<file path="src/rtl/cpu_pkg.sv">
// Shared CPU definitions: branch opcode encodings, default reset/exception
// addresses and the branch condition evaluator used by the fetch unit.
package cpu_pkg;

    localparam int unsigned PC_W_DEF     = 32;
    localparam logic [31:0] RESET_PC_DEF = 32'h0000_3000;
    localparam logic [31:0] EXC_VEC_DEF  = 32'h0000_4180;

    typedef enum logic [2:0] {
        BR_NONE = 3'd0,
        BR_BEQ  = 3'd1,
        BR_BNE  = 3'd2,
        BR_BLEZ = 3'd3,
        BR_BGTZ = 3'd4,
        BR_BLTZ = 3'd5,
        BR_BGEZ = 3'd6,
        BR_RSVD = 3'd7
    } br_op_e;

    // Signed compare outcome from precomputed equality/sign/zero flags.
    function automatic logic br_taken(input br_op_e op, input logic is_eq,
                                      input logic is_neg, input logic is_zero);
        logic t;
        t = 1'b0;
        case (op)
            BR_BEQ:  t = is_eq;
            BR_BNE:  t = !is_eq;
            BR_BLEZ: t = is_neg || is_zero;
            BR_BGTZ: t = !is_neg && !is_zero;
            BR_BLTZ: t = is_neg;
            BR_BGEZ: t = !is_neg;
            default: t = 1'b0;
        endcase
        return t;
    endfunction

endpackage

</file>
<file path="src/rtl/pc_unit_tgt.sv">
// Branch resolution and control-transfer target selection for the fetch unit.
// Purely combinational; the caller owns all PC state.
module pc_unit_tgt
    import cpu_pkg::*;
#(
    parameter int unsigned     PC_W    = PC_W_DEF,
    parameter logic [PC_W-1:0] EXC_VEC = PC_W'(EXC_VEC_DEF)
) (
    input  logic            stall,
    input  logic [PC_W-1:0] d_pc,
    input  logic [2:0]      br_op,
    input  logic [PC_W-1:0] rs_val,
    input  logic [PC_W-1:0] rt_val,
    input  logic [15:0]     imm16,
    input  logic [25:0]     imm26,
    input  logic            j_sign,
    input  logic            jr_sign,
    input  logic            exc_req,
    input  logic            eret_req,
    input  logic [PC_W-1:0] epc,
    output logic [PC_W-1:0] target_c,
    output logic            d_redirect_c
);

    logic            taken;
    logic [PC_W-1:0] imm_sx;
    logic [PC_W-1:0] br_tgt;
    logic [PC_W-1:0] j_tgt;

    always_comb begin
        taken  = br_taken(br_op_e'(br_op), rs_val == rt_val,
                          rs_val[PC_W-1], rs_val == '0);
        imm_sx = {{(PC_W-16){imm16[15]}}, imm16};
        br_tgt = d_pc + PC_W'(4) + (imm_sx << 2);
        j_tgt  = {d_pc[PC_W-1:28], imm26, 2'b00};

        // Priority chain, highest first.
        target_c = br_tgt;
        if (exc_req)       target_c = EXC_VEC;
        else if (eret_req) target_c = epc;
        else if (taken)    target_c = br_tgt;
        else if (j_sign)   target_c = j_tgt;
        else if (jr_sign)  target_c = rs_val;

        // D recomputes next cycle while stalled, so its transfers wait.
        d_redirect_c = !stall && (eret_req || taken || j_sign || jr_sign);
    end

endmodule

</file>
<file path="src/rtl/pc_unit.sv">
// Fetch PC register with a one-entry pending-redirect latch that holds a
// control transfer until instruction memory accepts it.
module pc_unit
    import cpu_pkg::*;
#(
    parameter int unsigned     PC_W     = PC_W_DEF,
    parameter logic [PC_W-1:0] RESET_PC = PC_W'(RESET_PC_DEF),
    parameter logic [PC_W-1:0] EXC_VEC  = PC_W'(EXC_VEC_DEF)
) (
    input  logic            clk,
    input  logic            reset,
    input  logic            stall,
    input  logic            imem_ready,
    input  logic [PC_W-1:0] D_PC,
    input  logic [2:0]      br_op,
    input  logic [PC_W-1:0] rs_val,
    input  logic [PC_W-1:0] rt_val,
    input  logic [15:0]     imm16,
    input  logic [25:0]     imm26,
    input  logic            j_sign,
    input  logic            jr_sign,
    input  logic            exc_req,
    input  logic            eret_req,
    input  logic [PC_W-1:0] epc,
    output logic [PC_W-1:0] F_PC,
    output logic [PC_W-1:0] D_PC8,
    output logic            redirect,
    output logic            pend_valid
);

    logic [PC_W-1:0] target_c;
    logic            d_redirect_c;
    logic [PC_W-1:0] pend;

    pc_unit_tgt #(
        .PC_W    (PC_W),
        .EXC_VEC (EXC_VEC)
    ) u_tgt (
        .stall        (stall),
        .d_pc         (D_PC),
        .br_op        (br_op),
        .rs_val       (rs_val),
        .rt_val       (rt_val),
        .imm16        (imm16),
        .imm26        (imm26),
        .j_sign       (j_sign),
        .jr_sign      (jr_sign),
        .exc_req      (exc_req),
        .eret_req     (eret_req),
        .epc          (epc),
        .target_c     (target_c),
        .d_redirect_c (d_redirect_c)
    );

    assign redirect = !reset && (exc_req || d_redirect_c);
    assign D_PC8    = D_PC + PC_W'(8);

    // Exceptions beat the pended transfer, which in turn beats newer D redirects.
    always_ff @(posedge clk or posedge reset) begin
        if (reset) begin
            F_PC       <= RESET_PC;
            pend       <= '0;
            pend_valid <= 1'b0;
        end else if (exc_req || (d_redirect_c && !pend_valid)) begin
            if (imem_ready) begin
                F_PC       <= target_c;
                pend_valid <= 1'b0;
            end else begin
                pend       <= target_c;
                pend_valid <= 1'b1;
            end
        end else if (pend_valid) begin
            if (imem_ready) begin
                F_PC       <= pend;
                pend_valid <= 1'b0;
            end
        end else if (!stall && imem_ready) begin
            F_PC <= F_PC + PC_W'(4);
        end
    end

endmodule

</file>
<file path="config.mk">
export PLATFORM = sky130hd
export DESIGN_NAME = pc_unit
export DESIGN_NICKNAME = d
export VERILOG_FILES = /design/src/rtl/cpu_pkg.sv /design/src/rtl/pc_unit_tgt.sv /design/src/rtl/pc_unit.sv
export SDC_FILE = /design/constraint.sdc
export NUM_CORES = 1
export LEC_CHECK = 0
export ABC_AREA = 1
export CAP_MARGIN = 20
export CORE_ASPECT_RATIO = 1.1
export CORE_UTILIZATION = 30
export CTS_CLUSTER_DIAMETER = 150
export DETAILED_ROUTE_END_ITERATION = 10
export HOLD_SLACK_MARGIN = 0.1
export PLACE_DENSITY = 0.6
export SYNTH_ARGS = -nofsm -noshare
export SYNTH_HDL_FRONTEND = slang
export SYNTH_SLANG_ARGS = --single-unit
</file>
<file path="constraint.sdc">
create_clock -name clk -period 2.5 [get_ports clk]
set_clock_uncertainty 0.2 [all_clocks]
set_input_delay 0.25 -clock clk [delete_from_list [all_inputs] [get_ports clk]]
set_output_delay 0.25 -clock clk [all_outputs]
set_load 0.05 [all_outputs]
</file>
==> metrics, run 1 <==
status=finished, final reports clean; DR vias=12400; Initial DRT Pass Iterations=6; area grow syn2layout=78.0%; final instance area=16600 sq um; RSZ-0062 raised after global routing=true; Die Area=31800 sq um; Crit path required time=2.05 ns; DP Wirelength=30.9 mm; Site Rows=67; clock buffer count from CTS=9; async set-reset flop share out of synthesis=100%; GRT Overall Usage=24.6%; max cap viols=0; Worst Path Arrival=2.02 ns; GRT Residual Overflow=0; drt wl/cell=16.2 microns; Highest Clock Rate=405 MHz; Clock Path Buffers=2; EDFF count, synth=0; Clock transition at path regs=0.06 ns; Core ar.=30500 sq um; reg-to-reg slack, setup=0.04 ns; commonest non-fill, non-tap cell in the layout=nand2_1; leak pwr=8.09 nW; reg2reg end=F_PC[24]; Finished Core Util=54.5%; Seq cells post-synth=65; Synth cell types=45; DRT antenna net count=0; Die Span X=170 microns; Top Ports=247; largest net degree at the start of global routing=51; CP max-delay cell=xor2_4; final hold vios=0; Post-DP Area=14000 sq um; VDD IR max=285 uV; placed cell count=2449; Setup Viol. Count Final=0; min Tclk post-route=2.47 ns; drt total wl=40.4 mm; nets=2317; Tcrit/Tclk final=98.9%; r2r startpoint=F_PC[12]; sequential area share after synthesis=17.4%; Synth warnings=0; worst hold path type=in2async; first-pass GRT wire length=62.1 mm; CTS Sinks=65; H-Tree Depth=3; Iteration-0 DRC Markers=778; DR vias/cell=4.97; Worst-Skew Late Latency=0.33 ns; Post-Layout Cell Count=2494; post-place setup slack=-0.842 ns; CP Class=in2out; relative slew slack=65.8%; ys flop type=dfrtp_1; Synthesized Nets=1889; Port Buf Inserts=246; antenna violations before repair=2; # diodes=0; Initial Util=30.6%; Most common cell on crit path=nor2_4; clock root buffer=clkbuf_16; drt drc=0; Setup crit start kind=input pin; Pwr Total=0.00667 W; Max Fanout on Critical Path=4; filler instances=2942; CP cell instances=buf_8 > buf_6 > nand3_4 > nor2_4 > nand4_4 > nor2_4 > nand2_2 > nor2_4 > nand3_4 > nor2_4 > nand3_4 > nor2_4 > buf_6 > xor2_4 > buf_12; Crit path max-delay family=simple AND/OR/NAND/NOR gates; most frequent cells in the layout=452 x nand2_1, 193 x buf_4, 188 x nor2_1, 161 x inv_1, 110 x clkdlybuf4s50_1; Post-Syn Area=9340 sq um; Worst Reg-to-Reg Cells=13; Pwr per Cell Area=401 nW/um^2; Mean Syn Cell Area=5.67 sq um; vias in the first global route=11900; routability cong.=0.992; Cells after Synth=1648; die height=187 microns; final worst slack=0.0287 ns; share of cells above drive strength 1=33.0%; delay of the slowest critical-path stage=0.18 ns; Worst Setup End Kind=output port; worst path buffer plus inverter count=4; max-slew violations=0; CTS tree=yes; Tightest Pin Transition=0.512 ns
==> kinds of logic (layout without fill, tap and decap cells) <==
logic type | after synthesis | after routing | share of synthesized area, %
simple gates | 1057 | 1057 | 48.5
buf+inv | 244 | 676 | 10.7
compound gates | 147 | 147 | 8.23
xor+xnor | 75 | 75 | 7.04
flops | 65 | 65 | 17.4
fa+ha+maj | 60 | 60 | 8.12
==> metrics by stage <==
step / setup TNS [ns] / hold WS, ns
final: 0 / 0.146
after global routing: -1.40 / 0.185
after CTS: -0.224 / 0.134
after floorplan: -0.110 / 0.219
after detailed placement: -46.91 / 0.272
after global placement: -44.51 / 0.263
==> sequential cells by signal (all words and copies together) (netlist names) <==
signal / count
pend: 32
F_PC: 32
pend_valid: 1
==> synth_stat cells, types with 8 or more instances <==
cell type / n / area (sq um)
nand2_1: 565 / 2120
nor2_1: 234 / 878
inv_1: 178 / 668
nand3_1: 137 / 686
a21oi_1: 70 / 350
dfrtp_1: 63 / 1580
ha_1: 59 / 738
xnor2_1: 46 / 403
o21ai_0: 34 / 170
clkbuf_1: 32 / 120
nand4_1: 29 / 181
xor2_1: 29 / 254
o21ai_1: 26 / 130
nor3_1: 19 / 95.1
and2_1: 12 / 75.1
nand3b_1: 12 / 90.1
buf_4: 11 / 82.6
nor2_2: 11 / 68.8
buf_2: 8 / 40.0
or2_2: 8 / 50.1
==> per-layer routing <==
layer  up-vias  part of all wire [%]  GRT usage (%)
met5         -                 0.067              0
met3        90                   5.9           2.88
met2       483                    49           42.6
met4         4                   3.1           9.32
met1      5738                    42           31.1
li1       6078                     -              -
==> how the worst max path moves through the flow <==
stage	endpoint	cells past startpoint	slack, ns	startpoint
floorplan	D_PC8[31]	12	-0.11	D_PC[3]
finish	D_PC8[24]	15	0.03	D_PC[5]
detailed placement	F_PC[23]	21	-0.84	imm16[15]
global placement	F_PC[23]	21	-0.85	imm16[15]
global route	F_PC[25]	18	-0.11	imm16[7]
CTS	D_PC8[26]	15	-0.07	D_PC[5]
==> power breakdown <==
group          switching [W]  internal, W
clock network       0.000453     0.000685
logic                0.00233      0.00181
registers           0.000172      0.00122
==> area by class of cell <==
| class | count | area, sq um | share of cell area, % |
|---|---|---|---|
| well taps | 414 | 518 | 3.12 |
| clock buffers | 11 | 243 | 1.46 |
| multi-input cells | 1339 | 8810 | 53.0 |
| flip-flops and latches | 65 | 1630 | 9.80 |
| inverters | 187 | 709 | 4.27 |
| repair buffers | 474 | 4690 | 28.2 |
| clock inverters | 4 | 20.0 | 0.120 |
==> timing repair <==
action / CTS / global route
setup buffers: 14 / 13
pin swaps: 105 / 171
hold buffers: 0 / 0
resized for setup: 351 / 286
endpoints found under the setup margin: 80 / 67
cloned: 1 / 2
(Power assumes the default switching activity.)
==> run 2, diff against run 1 <==
SLEW_MARGIN = 40   (was unset)
clock period = 2.4 ns   (was 2.5 ns; I/O delays follow)
==> run 2 against run 1 <==
Effect of this change:
- the flow now finishes with violations (negative setup slack)
- register-to-register slack improved by 0.05 ns
- clock-buffer cell count decreased by 1
- utilization increased by 2.3 points
- total power increased by 13%
- worst hold slack improved by 0.14 ns
- critical path depth increased by 6
- first-iteration DRC count increased by 22%
- cell area increased by 4.3%
- die area unchanged
- clock power increased by 38%
- critical path type is now in2reg
- largest cell class unchanged
==> metrics, run 2 (synthesized netlist as in run 1, its figures left out) <==
Finished Core Util=56.8%; final instance area=17300 sq um; max-slew violations=0; vias in the first global route=12100; drt drc=0; Site Rows=67; CTS Sinks=65; worst hold path type=reg2reg; failing checks=negative setup slack; DRT antenna net count=0; Post-Layout Cell Count=2542; met2 Usage GRT=43.3%; DR vias=12500; H-Tree Depth=3; clock buffer count from CTS=9; placed cell count=2469; die height=187 microns; DR vias/cell=4.93; CP max-delay cell=fa_2; Tcrit/Tclk final=104%; Post-DP Area=14300 sq um; busiest grt layer=met2; antenna violations before repair=2; Worst Setup End Kind=flip-flop; Setup Viol. Count Final=15; Setup crit start kind=input pin; commonest non-fill, non-tap cell in the layout=nand2_1; Initial Util=30.6%; status=complete, but fails checks; Die Span X=170 microns; largest net degree at the start of global routing=58; nets=2362; Worst-Skew Late Latency=0.34 ns; Clock transition at path regs=0.06 ns; Pwr per Cell Area=437 nW/um^2; Iteration-0 DRC Markers=946; max cap viols=0; Pwr Total=0.00757 W; VDD IR max=357 uV; Top Registers=F_PC x32, pend x32, pend_valid x1; M3 GR Usage=3.00%; first-pass GRT wire length=62.6 mm; clock root buffer=clkbuf_16; drt wl/cell=16.5 microns; Core ar.=30500 sq um; routability cong.=0.978; worst path buffer plus inverter count=5; Clock Path Buffers=2; Worst Path Arrival=2.53 ns; Max Fanout on Critical Path=3; Initial DRT Pass Iterations=7; drt total wl=41.9 mm; Highest Clock Rate=399 MHz; GRT Overall Usage=24.9%; area grow syn2layout=85.6%; relative slew slack=65.9%; Top Ports=247; RSZ-0062 raised after global routing=true; GR Util met1=31.4%; Port Buf Inserts=246; filler instances=2823; leak pwr=8.24 nW; Die Area=31800 sq um; min Tclk post-route=2.50 ns; Crit path required time=2.42 ns; CP cell instances=buf_12 > buf_6 > ha_4 > ha_4 > inv_2 > fa_2 > inv_2 > nand3_2 > nand3_4 > buf_6 > nand2_4 > nand2_4 > nand2_4 > nand3_2 > a21oi_2 > nand2_1 > nand3_2 > nand2_2 > nor2_2 > nor2_1 > nor2_1; share of cells above drive strength 1=36.1%; CTS tree=yes; DP Wirelength=31.2 mm; delay of the slowest critical-path stage=0.36 ns; CP Class=in2reg; Tightest Pin Transition=0.510 ns; Hold Slack=0.283 ns; final worst slack=-0.104 ns; most frequent cells in the layout=441 x nand2_1, 231 x buf_4, 191 x nor2_1, 156 x inv_1, 103 x clkdlybuf4s50_1; Crit path max-delay family=simple AND/OR/NAND/NOR gates; GRT Residual Overflow=0; final hold vios=0
-- run 2: timing repair --
action,4_1_cts,5_1_grt
setup buffers,29,25
gates resized for setup,421,276
setup endpoints to repair,87,71
hold endpoints to repair,8,0
pin swaps,166,205
hold buffers,1,0
gates cloned,1,3
-- run 2: where the power goes --
group | internal (W) | switching, W
logic | 0.00201 | 0.00253
clock network | 0.00105 | 0.000528
registers | 0.00127 | 0.000181
-- run 2: worst min-delay path, cell delays in order, from the launching register on --
cell	delay (ns)
dfrtp_1	0.35
nand2_1	0.05
nand2_1	0.05
-- run 2: worst paths after layout --
| check | start | to | slack (ns) | cells after the start |
|---|---|---|---|---|
| hold / removal | pend[8] | pend[8] | 0.28 | 2 |
| setup reg to reg | F_PC[12] | F_PC[24] | 0.09 | 13 |
| min in group asynchronous | reset | F_PC[7] | 0.61 | 3 |
| hold reg to reg | pend[8] | pend[8] | 0.28 | 2 |
| max in group asynchronous | reset | F_PC[12] | 0.77 | 4 |
| setup / recovery | D_PC[3] | F_PC[15] | -0.10 | 21 |
-- run 2: routing by layer --
metal / vias up / part of all wire, %
met5: - / 0.031
met1: 5792 / 41
li1: 6178 / -
met3: 91 / 6.0
met2: 470 / 50
met4: 2 / 3.6
-- run 2: layout make-up --
class	count	area, sq um	share of cell area (%)
Inverter	187	719	4.15
Multi-Input combinational cell	1339	9060	52.3
Sequential cell	65	1630	9.43
Timing Repair Buffer	519	5040	29.1
Clock inverter	6	115	0.664
Tap cell	414	518	2.99
Clock buffer	10	239	1.38
Antenna cell	2	5.00	0.0289
-- run 2: per-stage QoR --
step | TNS [ns] | setup WS, ns
finish | -0.770 | -0.104
global route | -4.14 | -0.213
CTS | -0.798 | -0.119
detailed placement | -55.24 | -0.916
global placement | -53.11 | -0.908
floorplan | -0.287 | -0.190
==> run 3, diff against run 2 <==
ABC_AREA = 0   (was 1)
MAX_ROUTING_LAYER = met4   (was unset)
PLACE_DENSITY = 0.62   (was 0.6)
==> run 3 against run 2 <==
Effect of this change:
- the flow still finishes with violations (negative setup slack)
- sequential power about the same
- maximum frequency decreased by 15%
- global-route usage is 3.4 points higher
- routed wire length decreased by 13%
==> metrics, run 3 <==
status=complete, but fails checks; failing checks=negative setup slack; Die Area=25700 sq um; sw frac=40.8%; Tcrit/Tclk final=122%; leak pwr=6.62 nW; worst path buffer plus inverter count=3; Post-Syn Area=7510 sq um; Internal Power=0.00418 W; Highest Clock Rate=340 MHz; most common cell in the netlist=nand2_1; Sw Pwr=0.00288 W; GRT Residual Overflow=0; Top Ports=247; EDFF count, synth=0; Pwr Total=0.00706 W; Tightest Pin Transition=0.879 ns; Setup crit start kind=input pin; nets=1748; Pwr per Cell Area=457 nW/um^2; relative slew slack=41.2%; largest net degree at the start of global routing=62; Crit path max-delay family=compound AO/OA/AOI/OAI gates; first-pass GRT wire length=54.6 mm; drt wl/cell=19.9 microns; most frequent cells in the layout=273 x buf_4, 110 x clkdlybuf4s50_1, 90 x nand2_1, 61 x dfrtp_1, 57 x nor2_1; top-area cell type share of the netlist area=21.0%; Clk pwr share=19.0%; Initial Util=30.6%; Top Registers=F_PC x32, pend x32, pend_valid x1; antenna violations before repair=1; M3 GR Usage=3.99%; Mean Syn Cell Area=7.64 sq um; Initial DRT Pass Iterations=8; Crit path required time=2.42 ns; die height=168 microns; CTS Sinks=65; GR Util met1=34.8%; Worst Path Arrival=2.96 ns; RSZ-0062 raised after global routing=true; Flop pwr share=20.1%; # hold bufs at CTS=0; Post-DP Area=13200 sq um; VDD IR max=321 uV; Cells after Synth=983; final hold vios=0; Site Rows=60; drt drc=0; ys flop type=dfrtp_1; commonest non-fill, non-tap cell in the layout=buf_4; sequential area share after synthesis=21.7%; Synth top cells by count=120 x nand2_1, 79 x o21ai_0, 76 x nor2_1; busiest grt layer=met2; DR vias=9931; Seq cells post-synth=65; Finished Core Util=63.0%; worst hold path type=in2async; max-slew violations=0; max cap viols=0; routability cong.=0.969; synth top area cells=dfrtp_1 21%, ha_1 9.8%, xor2_1 7.3%, nand2_1 6.0%, o21ai_0 5.3%; share of cells above drive strength 1=47.7%; Iteration-0 DRC Markers=634; Worst-Skew Late Latency=0.34 ns; Worst Setup End Kind=flip-flop; Synth warnings=0; final instance area=15500 sq um; CTS tree=yes; clock root buffer=clkbuf_16; DP Wirelength=28.1 mm; CP cell instances=dlygate4sd2_1 > xor2_1 > nor4_2 > nand4_1 > o32a_1 > o221ai_2 > nor2_4 > o31a_1 > buf_6 > clkbuf_16 > and3_4 > a211oi_2 > o21ai_1; CP max-delay cell=o32a_1; vias in the first global route=9945; Setup Viol. Count Final=68; final worst slack=-0.538 ns; drt total wl=36.3 mm; Clock transition at path regs=0.06 ns; Synth cell types=72; Logic pwr share=61.0%; GRT Overall Usage=28.3%; async set-reset flop share out of synthesis=100%; met2 Usage GRT=47.1%; H-Tree Depth=3; delay of the slowest critical-path stage=0.40 ns; Synthesized Nets=1224; Die Span X=153 microns; Port Buf Inserts=246; DRT antenna net count=0; clock buffer count from CTS=9; area leader, netlist=dfrtp_1; CP Class=in2reg; Core ar.=24500 sq um; Max Fanout on Critical Path=5; DR vias/cell=5.45; min Tclk post-route=2.94 ns; Clock Path Buffers=2; TNS Setup=-27.50 ns; area grow syn2layout=106%
==> run 3: changes by cell type after synthesis, sizes merged, moves of 15 or more <==
cell	change
and3	+15
inv	-155
nand2	-450
nand3	-114
nor2	-169
o21ai	+25
xor2	+34
==> run 3: power groups by stage <==
stage | Sequential, W | Clock (W) | Combinational (W)
2_1_floorplan | 0.00177 | 0 | 0.00154
3_3_place_gp | 0.00142 | 0 | 0.00358
3_5_place_dp | 0.00142 | 0 | 0.00361
4_1_cts | 0.00141 | 0.00134 | 0.00397
5_1_grt | 0.00144 | 0.00139 | 0.00457
6_report | 0.00142 | 0.00134 | 0.00431
==> run 3: final cells by class <==
| type | instances | area (sq um) |
|---|---|---|
| Antenna cell | 1 | 2.50 |
| Clock buffer | 13 | 260 |
| Clock inverter | 3 | 40.0 |
| Fill cell | 1978 | 9090 |
| Inverter | 30 | 118 |
| Multi-Input combinational cell | 836 | 7600 |
| Sequential cell | 65 | 1630 |
| Tap cell | 310 | 388 |
| Timing Repair Buffer | 565 | 5410 |
==> run 3: final timing paths <==
| path | from | end | slack [ns] | depth (start not counted) |
|---|---|---|---|---|
| setup / recovery | rt_val[25] | F_PC[2] | -0.54 | 13 |
| hold / removal | reset | pend[1] | 0.18 | 2 |
| setup reg to reg | F_PC[2] | F_PC[19] | -0.20 | 12 |
| hold reg to reg | pend[11] | pend[11] | 0.28 | 2 |
| max in group asynchronous | reset | F_PC[12] | 1.21 | 3 |
| min in group clk | rs_val[1] | pend[1] | 0.28 | 6 |
==> run 3: logic make-up after synthesis <==
kind of cell	synth area share, %
xor+xnor	12.5
simple gates	21.5
fa+ha+maj	10.1
flops	21.7
mux	1.12
buf+inv	4.73
compound gates	28.4
==> run 3: through the flow <==
| stage | hold WS (ns) | setup WS, ns | cells |
|---|---|---|---|
| 5_1_grt | 0.229 | -0.648 | 1823 |
| 3_5_place_dp | 0.261 | -1.31 | 1765 |
| 3_3_place_gp | 0.248 | -1.33 | 1765 |
| 4_1_cts | 0.195 | -0.543 | 1806 |
| 6_report | 0.176 | -0.538 | 1823 |
| 2_1_floorplan | 0.103 | -0.508 | 983 |
==> run 3: what timing repair did <==
action,CTS,global route
resized for setup,416,245
cloned,3,3
endpoints found under the setup margin,89,76
setup buffers,25,17
pin swaps,137,134
==> run 3: metal layers <==
| metal | vias up | wire length (microns) |
|---|---|---|
| li1 | 4673 | - |
| met1 | 4763 | 15100 |
| met2 | 415 | 17700 |
| met5 | - | 0 |
| met4 | 0 | 1350 |
| met3 | 80 | 2170 |
